### src/rtl/reg_file_pkg.sv
// rtl/reg_file_pkg.sv - shared defaults and depth derivation for the register file slice
package reg_file_pkg;

    localparam int DEF_DATA_W = 32;
    localparam int DEF_ADDR_W = 5;

    // Number of architectural registers addressed by an addr_w-bit index
    function automatic int depth_of(input int addr_w);
        return 1 << addr_w;
    endfunction

endpackage

### src/rtl/reg_file_scoreboard_if.sv
// rtl/reg_file_scoreboard_if.sv - read/write/issue bus of the register file scoreboard
interface reg_file_scoreboard_if
    import reg_file_pkg::*;
#(
    parameter int DATA_W = DEF_DATA_W,
    parameter int ADDR_W = DEF_ADDR_W
) ();

    logic              Reg_Write_i;
    logic [ADDR_W-1:0] Write_Register_i;
    logic [DATA_W-1:0] Write_Data_i;
    logic [ADDR_W-1:0] Read_Register_1_i;
    logic [ADDR_W-1:0] Read_Register_2_i;
    logic [DATA_W-1:0] Read_Data_1_o;
    logic [DATA_W-1:0] Read_Data_2_o;
    logic              Read_Ready_1_o;
    logic              Read_Ready_2_o;
    logic              Issue_i;
    logic [ADDR_W-1:0] Issue_Register_i;
    logic              Issue_Err_o;
    logic [ADDR_W:0]   Pending_Count_o;

    modport master (
        output Reg_Write_i, Write_Register_i, Write_Data_i,
        output Read_Register_1_i, Read_Register_2_i,
        output Issue_i, Issue_Register_i,
        input  Read_Data_1_o, Read_Data_2_o, Read_Ready_1_o, Read_Ready_2_o,
        input  Issue_Err_o, Pending_Count_o
    );

    modport slave (
        input  Reg_Write_i, Write_Register_i, Write_Data_i,
        input  Read_Register_1_i, Read_Register_2_i,
        input  Issue_i, Issue_Register_i,
        output Read_Data_1_o, Read_Data_2_o, Read_Ready_1_o, Read_Ready_2_o,
        output Issue_Err_o, Pending_Count_o
    );

endinterface

### src/rtl/rf_scoreboard.sv
// rtl/rf_scoreboard.sv - per-register pending bits, pending count and double-issue error
module rf_scoreboard
    import reg_file_pkg::*;
#(
    parameter int ADDR_W = DEF_ADDR_W
) (
    input  logic                         clk,
    input  logic                         reset,
    input  logic                         i_set,
    input  logic [ADDR_W-1:0]            i_set_reg,
    input  logic                         i_clr,
    input  logic [ADDR_W-1:0]            i_clr_reg,
    output logic [depth_of(ADDR_W)-1:0]  o_pending,
    output logic                         o_issue_err,
    output logic [ADDR_W:0]              o_count
);

    localparam int DEPTH = depth_of(ADDR_W);

    logic [DEPTH-1:0] r_pending;
    logic [DEPTH-1:0] w_next_pending;
    logic             r_issue_err;
    logic [ADDR_W:0]  r_count;
    logic             w_same_addr;
    logic             w_inc;
    logic             w_dec;
    logic             w_err;

    assign w_same_addr = i_set && i_clr && (i_set_reg == i_clr_reg);
    // A set only grows the count when the bit was clear; a clear only shrinks it
    // when the bit was set and no issue to the same register overrides it.
    assign w_inc = i_set && !r_pending[i_set_reg];
    assign w_dec = i_clr && r_pending[i_clr_reg] && !w_same_addr;
    assign w_err = i_set && r_pending[i_set_reg] && !w_same_addr;

    // Next pending vector: clear from the writer, then set from the issuer so a new producer wins
    always_comb begin
        w_next_pending = r_pending;
        if (i_clr) w_next_pending[i_clr_reg] = 1'b0;
        if (i_set) w_next_pending[i_set_reg] = 1'b1;
    end

    // Register pending bits, running popcount and the one-cycle error pulse
    always_ff @(posedge clk) begin
        if (reset) begin
            r_pending   <= '0;
            r_count     <= '0;
            r_issue_err <= 1'b0;
        end else begin
            r_pending   <= w_next_pending;
            r_issue_err <= w_err;
            if (w_inc && !w_dec)      r_count <= r_count + (ADDR_W+1)'(1);
            else if (w_dec && !w_inc) r_count <= r_count - (ADDR_W+1)'(1);
        end
    end

    assign o_pending   = r_pending;
    assign o_issue_err = r_issue_err;
    assign o_count     = r_count;

endmodule

### src/rtl/reg_file_scoreboard.sv
// rtl/reg_file_scoreboard.sv - two-read one-write register file with write forwarding and scoreboard
module reg_file_scoreboard
    import reg_file_pkg::*;
#(
    parameter int DATA_W   = DEF_DATA_W,
    parameter int ADDR_W   = DEF_ADDR_W,
    parameter int ZERO_REG = 1,
    parameter int BYPASS   = 1
) (
    input  logic                    clk,
    input  logic                    reset,
    reg_file_scoreboard_if.slave    bus
);

    localparam int DEPTH = depth_of(ADDR_W);

    logic [DATA_W-1:0] r_regs [DEPTH];
    logic [DEPTH-1:0]  w_pending;
    logic              w_wr_en;
    logic              w_iss_en;
    logic              w_fwd_en;

    // Register 0 swallows writes and issues when it is hardwired to zero
    assign w_wr_en  = bus.Reg_Write_i && !(ZERO_REG != 0 && bus.Write_Register_i == '0);
    assign w_iss_en = bus.Issue_i && !(ZERO_REG != 0 && bus.Issue_Register_i == '0);
    // Forwarding is suppressed during reset so reads show the array itself
    assign w_fwd_en = (BYPASS != 0) && w_wr_en && !reset;

    // Data array: cleared on reset, otherwise one write per cycle
    always_ff @(posedge clk) begin
        if (reset) begin
            for (int i = 0; i < DEPTH; i++) r_regs[i] <= '0;
        end else if (w_wr_en) begin
            r_regs[bus.Write_Register_i] <= bus.Write_Data_i;
        end
    end

    // Read port 1: zero register, then forwarded write data, then array contents
    always_comb begin
        bus.Read_Data_1_o  = r_regs[bus.Read_Register_1_i];
        bus.Read_Ready_1_o = !w_pending[bus.Read_Register_1_i];
        if (w_fwd_en && bus.Write_Register_i == bus.Read_Register_1_i) begin
            bus.Read_Data_1_o  = bus.Write_Data_i;
            bus.Read_Ready_1_o = 1'b1;
        end
        if (ZERO_REG != 0 && bus.Read_Register_1_i == '0) begin
            bus.Read_Data_1_o  = '0;
            bus.Read_Ready_1_o = 1'b1;
        end
    end

    // Read port 2: same priority as port 1
    always_comb begin
        bus.Read_Data_2_o  = r_regs[bus.Read_Register_2_i];
        bus.Read_Ready_2_o = !w_pending[bus.Read_Register_2_i];
        if (w_fwd_en && bus.Write_Register_i == bus.Read_Register_2_i) begin
            bus.Read_Data_2_o  = bus.Write_Data_i;
            bus.Read_Ready_2_o = 1'b1;
        end
        if (ZERO_REG != 0 && bus.Read_Register_2_i == '0) begin
            bus.Read_Data_2_o  = '0;
            bus.Read_Ready_2_o = 1'b1;
        end
    end

    rf_scoreboard #(
        .ADDR_W (ADDR_W)
    ) u_scoreboard (
        .clk         (clk),
        .reset       (reset),
        .i_set       (w_iss_en),
        .i_set_reg   (bus.Issue_Register_i),
        .i_clr       (w_wr_en),
        .i_clr_reg   (bus.Write_Register_i),
        .o_pending   (w_pending),
        .o_issue_err (bus.Issue_Err_o),
        .o_count     (bus.Pending_Count_o)
    );

endmodule
### src/flat_wrapper.sv
// flat-port wrapper written by rule: the top's interface ports become plain ports
module reg_file_scoreboard_flat import reg_file_pkg::*;
#(
    parameter int DATA_W   = DEF_DATA_W,
    parameter int ADDR_W   = DEF_ADDR_W,
    parameter int ZERO_REG = 1,
    parameter int BYPASS   = 1
)
  (clk, reset, bus_Reg_Write_i, bus_Write_Register_i, bus_Write_Data_i, bus_Read_Register_1_i, bus_Read_Register_2_i, bus_Issue_i, bus_Issue_Register_i, bus_Read_Data_1_o, bus_Read_Data_2_o, bus_Read_Ready_1_o, bus_Read_Ready_2_o, bus_Issue_Err_o, bus_Pending_Count_o);
  reg_file_scoreboard_if #(.DATA_W(DATA_W), .ADDR_W(ADDR_W)) bus_i ();
  input  logic clk;
  input  logic reset;
  input wire logic [$bits(bus_i.Reg_Write_i)-1:0] bus_Reg_Write_i;
  input wire logic [$bits(bus_i.Write_Register_i)-1:0] bus_Write_Register_i;
  input wire logic [$bits(bus_i.Write_Data_i)-1:0] bus_Write_Data_i;
  input wire logic [$bits(bus_i.Read_Register_1_i)-1:0] bus_Read_Register_1_i;
  input wire logic [$bits(bus_i.Read_Register_2_i)-1:0] bus_Read_Register_2_i;
  input wire logic [$bits(bus_i.Issue_i)-1:0] bus_Issue_i;
  input wire logic [$bits(bus_i.Issue_Register_i)-1:0] bus_Issue_Register_i;
  output wire logic [$bits(bus_i.Read_Data_1_o)-1:0] bus_Read_Data_1_o;
  output wire logic [$bits(bus_i.Read_Data_2_o)-1:0] bus_Read_Data_2_o;
  output wire logic [$bits(bus_i.Read_Ready_1_o)-1:0] bus_Read_Ready_1_o;
  output wire logic [$bits(bus_i.Read_Ready_2_o)-1:0] bus_Read_Ready_2_o;
  output wire logic [$bits(bus_i.Issue_Err_o)-1:0] bus_Issue_Err_o;
  output wire logic [$bits(bus_i.Pending_Count_o)-1:0] bus_Pending_Count_o;
  assign bus_i.Reg_Write_i = bus_Reg_Write_i;
  assign bus_i.Write_Register_i = bus_Write_Register_i;
  assign bus_i.Write_Data_i = bus_Write_Data_i;
  assign bus_i.Read_Register_1_i = bus_Read_Register_1_i;
  assign bus_i.Read_Register_2_i = bus_Read_Register_2_i;
  assign bus_i.Issue_i = bus_Issue_i;
  assign bus_i.Issue_Register_i = bus_Issue_Register_i;
  assign bus_Read_Data_1_o = bus_i.Read_Data_1_o;
  assign bus_Read_Data_2_o = bus_i.Read_Data_2_o;
  assign bus_Read_Ready_1_o = bus_i.Read_Ready_1_o;
  assign bus_Read_Ready_2_o = bus_i.Read_Ready_2_o;
  assign bus_Issue_Err_o = bus_i.Issue_Err_o;
  assign bus_Pending_Count_o = bus_i.Pending_Count_o;
  reg_file_scoreboard #(.DATA_W(DATA_W), .ADDR_W(ADDR_W), .ZERO_REG(ZERO_REG), .BYPASS(BYPASS)) u_core (.clk(clk), .reset(reset), .bus(bus_i));
endmodule
### config.mk
export PLATFORM = sky130hd
export DESIGN_NAME = reg_file_scoreboard_flat
export DESIGN_NICKNAME = d
export VERILOG_FILES = /design/src/rtl/reg_file_pkg.sv /design/src/rtl/reg_file_scoreboard_if.sv /design/src/rtl/rf_scoreboard.sv /design/src/rtl/reg_file_scoreboard.sv /design/src/flat_wrapper.sv
export SDC_FILE = /design/constraint.sdc
export NUM_CORES = 2
export LEC_CHECK = 0
export CORE_ASPECT_RATIO = 2
export CORE_MARGIN = 2
export CORE_UTILIZATION = 46
export DETAILED_ROUTE_END_ITERATION = 8
export HOLD_SLACK_MARGIN = 0.1
export MAX_ROUTING_LAYER = met4
export PLACE_DENSITY_LB_ADDON = 0.3
export SYNTH_ARGS = -nofsm -noshare
export SYNTH_HDL_FRONTEND = slang
export SYNTH_SLANG_ARGS = --single-unit
### constraint.sdc
create_clock -name clk -period 5 [get_ports clk]
set_input_delay 0.75 -clock clk [delete_from_list [all_inputs] [get_ports clk]]
set_output_delay 0.75 -clock clk [all_outputs]
set_load 0.005 [all_outputs]
==> results by group <==
Timing
  • RSZ-0062 raised after global routing: no
  • Rel. slew slack: 12.1%
  • Tmin final: 5000 ps
  • Setup Skew: between 20 and 30 ps
  • Part of the cycle the worst path needs: 100%
  • Final setup vio count: 1
  • Worst Slack Setup Final: -3.29 ps
  • F_max: around 200 MHz
  • Count of final hold-check violations: 0
  • Fin. max-slew vios: 0
  • Worst slew pin tran: 1320 ps
  • Setup TNS: -3.29 ps

Pwr
  • Lkg Pwr: ~23 nW
  • Peak VDD IR: roughly 0.32 mV
  • Power Dens Cells: ~330 nW/um^2
  • Total power: between 0.02 and 0.025 W

Clocking
  • Register clock-pin slew on the reported worst setup and hold paths: 60 ps
  • TritonCTS clock tree: built
  • Cts bufs inserted: between 100 and 150
  • CTS Buffer Depth: 3
  • # clock sinks: 1063
  • Clock Latency Late Sink: around 750 ps
  • CTS H-tree depth: 3
  • CTS Root Cell: clkbuf_16
  • Post-CTS sizing: 0
  • Setup Buffers After CTS: 0
  • Hold_buf cts: 0

Logic synthesis
  • Synth top area share: 53.2%
  • Top post-synthesis cells by area: edfxtp_1 53%, mux4_2 18%, and2_1 11%
  • Yosys warns: 0
  • Adder-Cell Fraction of Synth Area: less than 1%
  • Register area share after synthesis: between 50% and 60%
  • Largest family of logic cells by synthesized area: multiplexers
  • Netlist cell types: 65
  • Async SR Flop Fraction: 0%
  • Main flop type after synthesis: edfxtp_1
  • Post-Synth XOR/XNOR Area: 0.288%
  • Post-synthesis mux area share: a little over a fifth
  • Yosys top cell by area: edfxtp_1
  • Mapped cell area: a little under 60000 sq um
  • Avg Synthesized Cell Area: between 10 and 15 sq um
  • Synth Instances: 4018
  • Complex-gate fraction of the synthesized area: 7.01%
  • Post-synth EDFFs: a little over 1000
  • Simple-gate share of the synthesized area: between 10% and 20%
  • Yosys reg bits: about 1100

Drt
  • Post-route ant nets: 0
  • DRC: 0
  • Via count: a little under 40000
  • DRT Pass-1 Iters: 6
  • Final WL: about 210000 um
  • Vias/cell: approximately 6.6
  • Drt initial violations: ~5200
  • Wirelength per Cell: around 35 um

Floorplan
  • Die height: approximately 500 um
  • Core footprint: about 130000 sq um
  • Die Span X: 255 um
  • Initial core utilization: 46.2%
  • Die area: 129000 sq um
  • Ports: around 130
  • Row count: 184

GRT
  • Largest net degree at the start of global routing: 71
  • Initial antenna violation count: 8
  • GR Util All Layers: 33.5%
  • First-pass GRT wire length: between 200000 and 300000 um
  • Total global routing overflow: 0
  • Number of global-route vias before repair: slightly below 40000

Placed design
  • PortBufs: about 130
  • Routability cong.: around 1
  • Detailed placer's ending HPWL: 133000 um

Run status
  • Failing checks: setup timing
  • Status: finished, violations left

Critical path
  • Req. time, crit path: 4250 ps
  • CP max FO: 14
  • Crit path capture type: output port
  • Setup CP Type: in2out
  • WP data arrival: between 4000 and 5000 ps
  • Startpoint Class: input pin

Worst hold path
  • Worst hold path type: in2reg

Finish
  • Area Growth Syn to Fin: 13.6%
  • # nets final: 4203
  • Share of cells above drive strength 1: between 20 and 30%

Flow run
  • Maxcap violations: 0
[power breakdown]
part / internal [W] / switching, W
registers: 0.0103 / 0.000262
clock network: 0.00447 / 0.00359
logic: 0.00135 / 0.00177
[worst max-delay path: stages]
cell and delay (ps):
clkdlybuf4s50_1 460, buf_4 290, nand2_2 420, o22ai_1 1070
nor3_1 110, buf_4 210, nor2_1 330, a21oi_1 120
clkdlybuf4s50_1 460
[cell usage after synthesis, drive strengths merged, types with 14 or more instances]
master,n
nor3,23
nor2b,14
o211ai,46
edfxtp,1024
mux4,456
o22ai,87
o21a,20
o22a,20
and2,995
inv,21
a221oi,46
a22oi,105
xnor2,15
a21oi,39
mux2i,163
mux2,32
nand2,49
o21ai,102
a21o,15
buf,147
clkbuf,293
a21boi,26
nand2b,24
dfxtp,39
o221a,31
nor2,100
[layout make-up]
type	instances	area, sq um
Antenna cell	5	12.5
Clock buffer	115	2670
Clock inverter	76	738
Fill cell	10500	59500
Inverter	21	78.8
Multi-Input combinational cell	2525	24400
Sequential cell	1063	31500
Tap cell	1674	2090
Timing Repair Buffer	427	4210
[sequential cells by signal, indices dropped and copies added (netlist names)]
signal	cells
u_core.u_scoreboard.o_count	6
u_core.r_regs	1024
u_core.u_scoreboard.o_issue_err	1
u_core.u_scoreboard.o_pending	32
[routing by layer]
metal	wire length [um]	share of wire, %	global-route usage [%]
met1	69500	33	38.8
met2	99000	47	51.4
met3	19100	9.1	5.19
met4	21300	10	27.5
met5	0	0	-
[cells by family (layout without fill, tap and decap cells)]
logic type,count (synthesis),in the layout
adders and majority gates,6,6
DFF,1063,1063
buffers and inverters,461,639
other,1,37
xor gates and xnor gates,19,19
AOI/OAI and AO/OA,568,568
and+or+nand+nor,1249,1249
muxes,651,651
[layout by cell type, fill, tap and decap left out, types with 48 or more instances in the layout]
master           instances
a22oi_1                105
and2_1                 993
buf_12                  54
buf_4                  248
clkbuf_16              105
clkdlybuf4s50_1        121
edfxtp_1              1024
mux2i_1                163
mux4_2                 456
nand2_1                 48
nor2_1                  70
o21ai_0                 69
o22ai_1                 87
[final timing paths]
kind / startpoint / slack, ps / cells past startpoint / endpoint
min reg2reg: u_core.u_scoreboard.o_pending[4]$_SDFF_PP0_ / 540 / 2 / u_core.u_scoreboard.o_pending[4]$_SDFF_PP0_
min: reset / 420 / 2 / u_core.u_scoreboard.o_count[4]$_SDFFE_PP0P_
max reg2reg: u_core.u_scoreboard.o_pending[31]$_SDFF_PP0_ / 1280 / 12 / u_core.u_scoreboard.o_count[5]$_SDFFE_PP0P_
max: bus_Read_Register_2_i[3] / -3 / 9 / bus_Read_Data_2_o[4]
[stage by stage]
step / hold WS [ps] / instances / cell area (sq um) / util (%) / setup WS (ps)
6_report: 419 / 5906 / 65700 / 52.5 / -3.29
5_1_grt: 419 / 5906 / 65700 / 52.5 / 22.8
4_1_cts: 383 / 5901 / 65700 / 52.5 / 255
3_5_place_dp: 528 / 5710 / 62300 / 49.7 / 234
3_3_place_gp: 526 / 5710 / 62300 / 49.7 / 152
2_1_floorplan: 472 / 4049 / 58000 / - / 1120
Power figures use the tool's default switching activity.
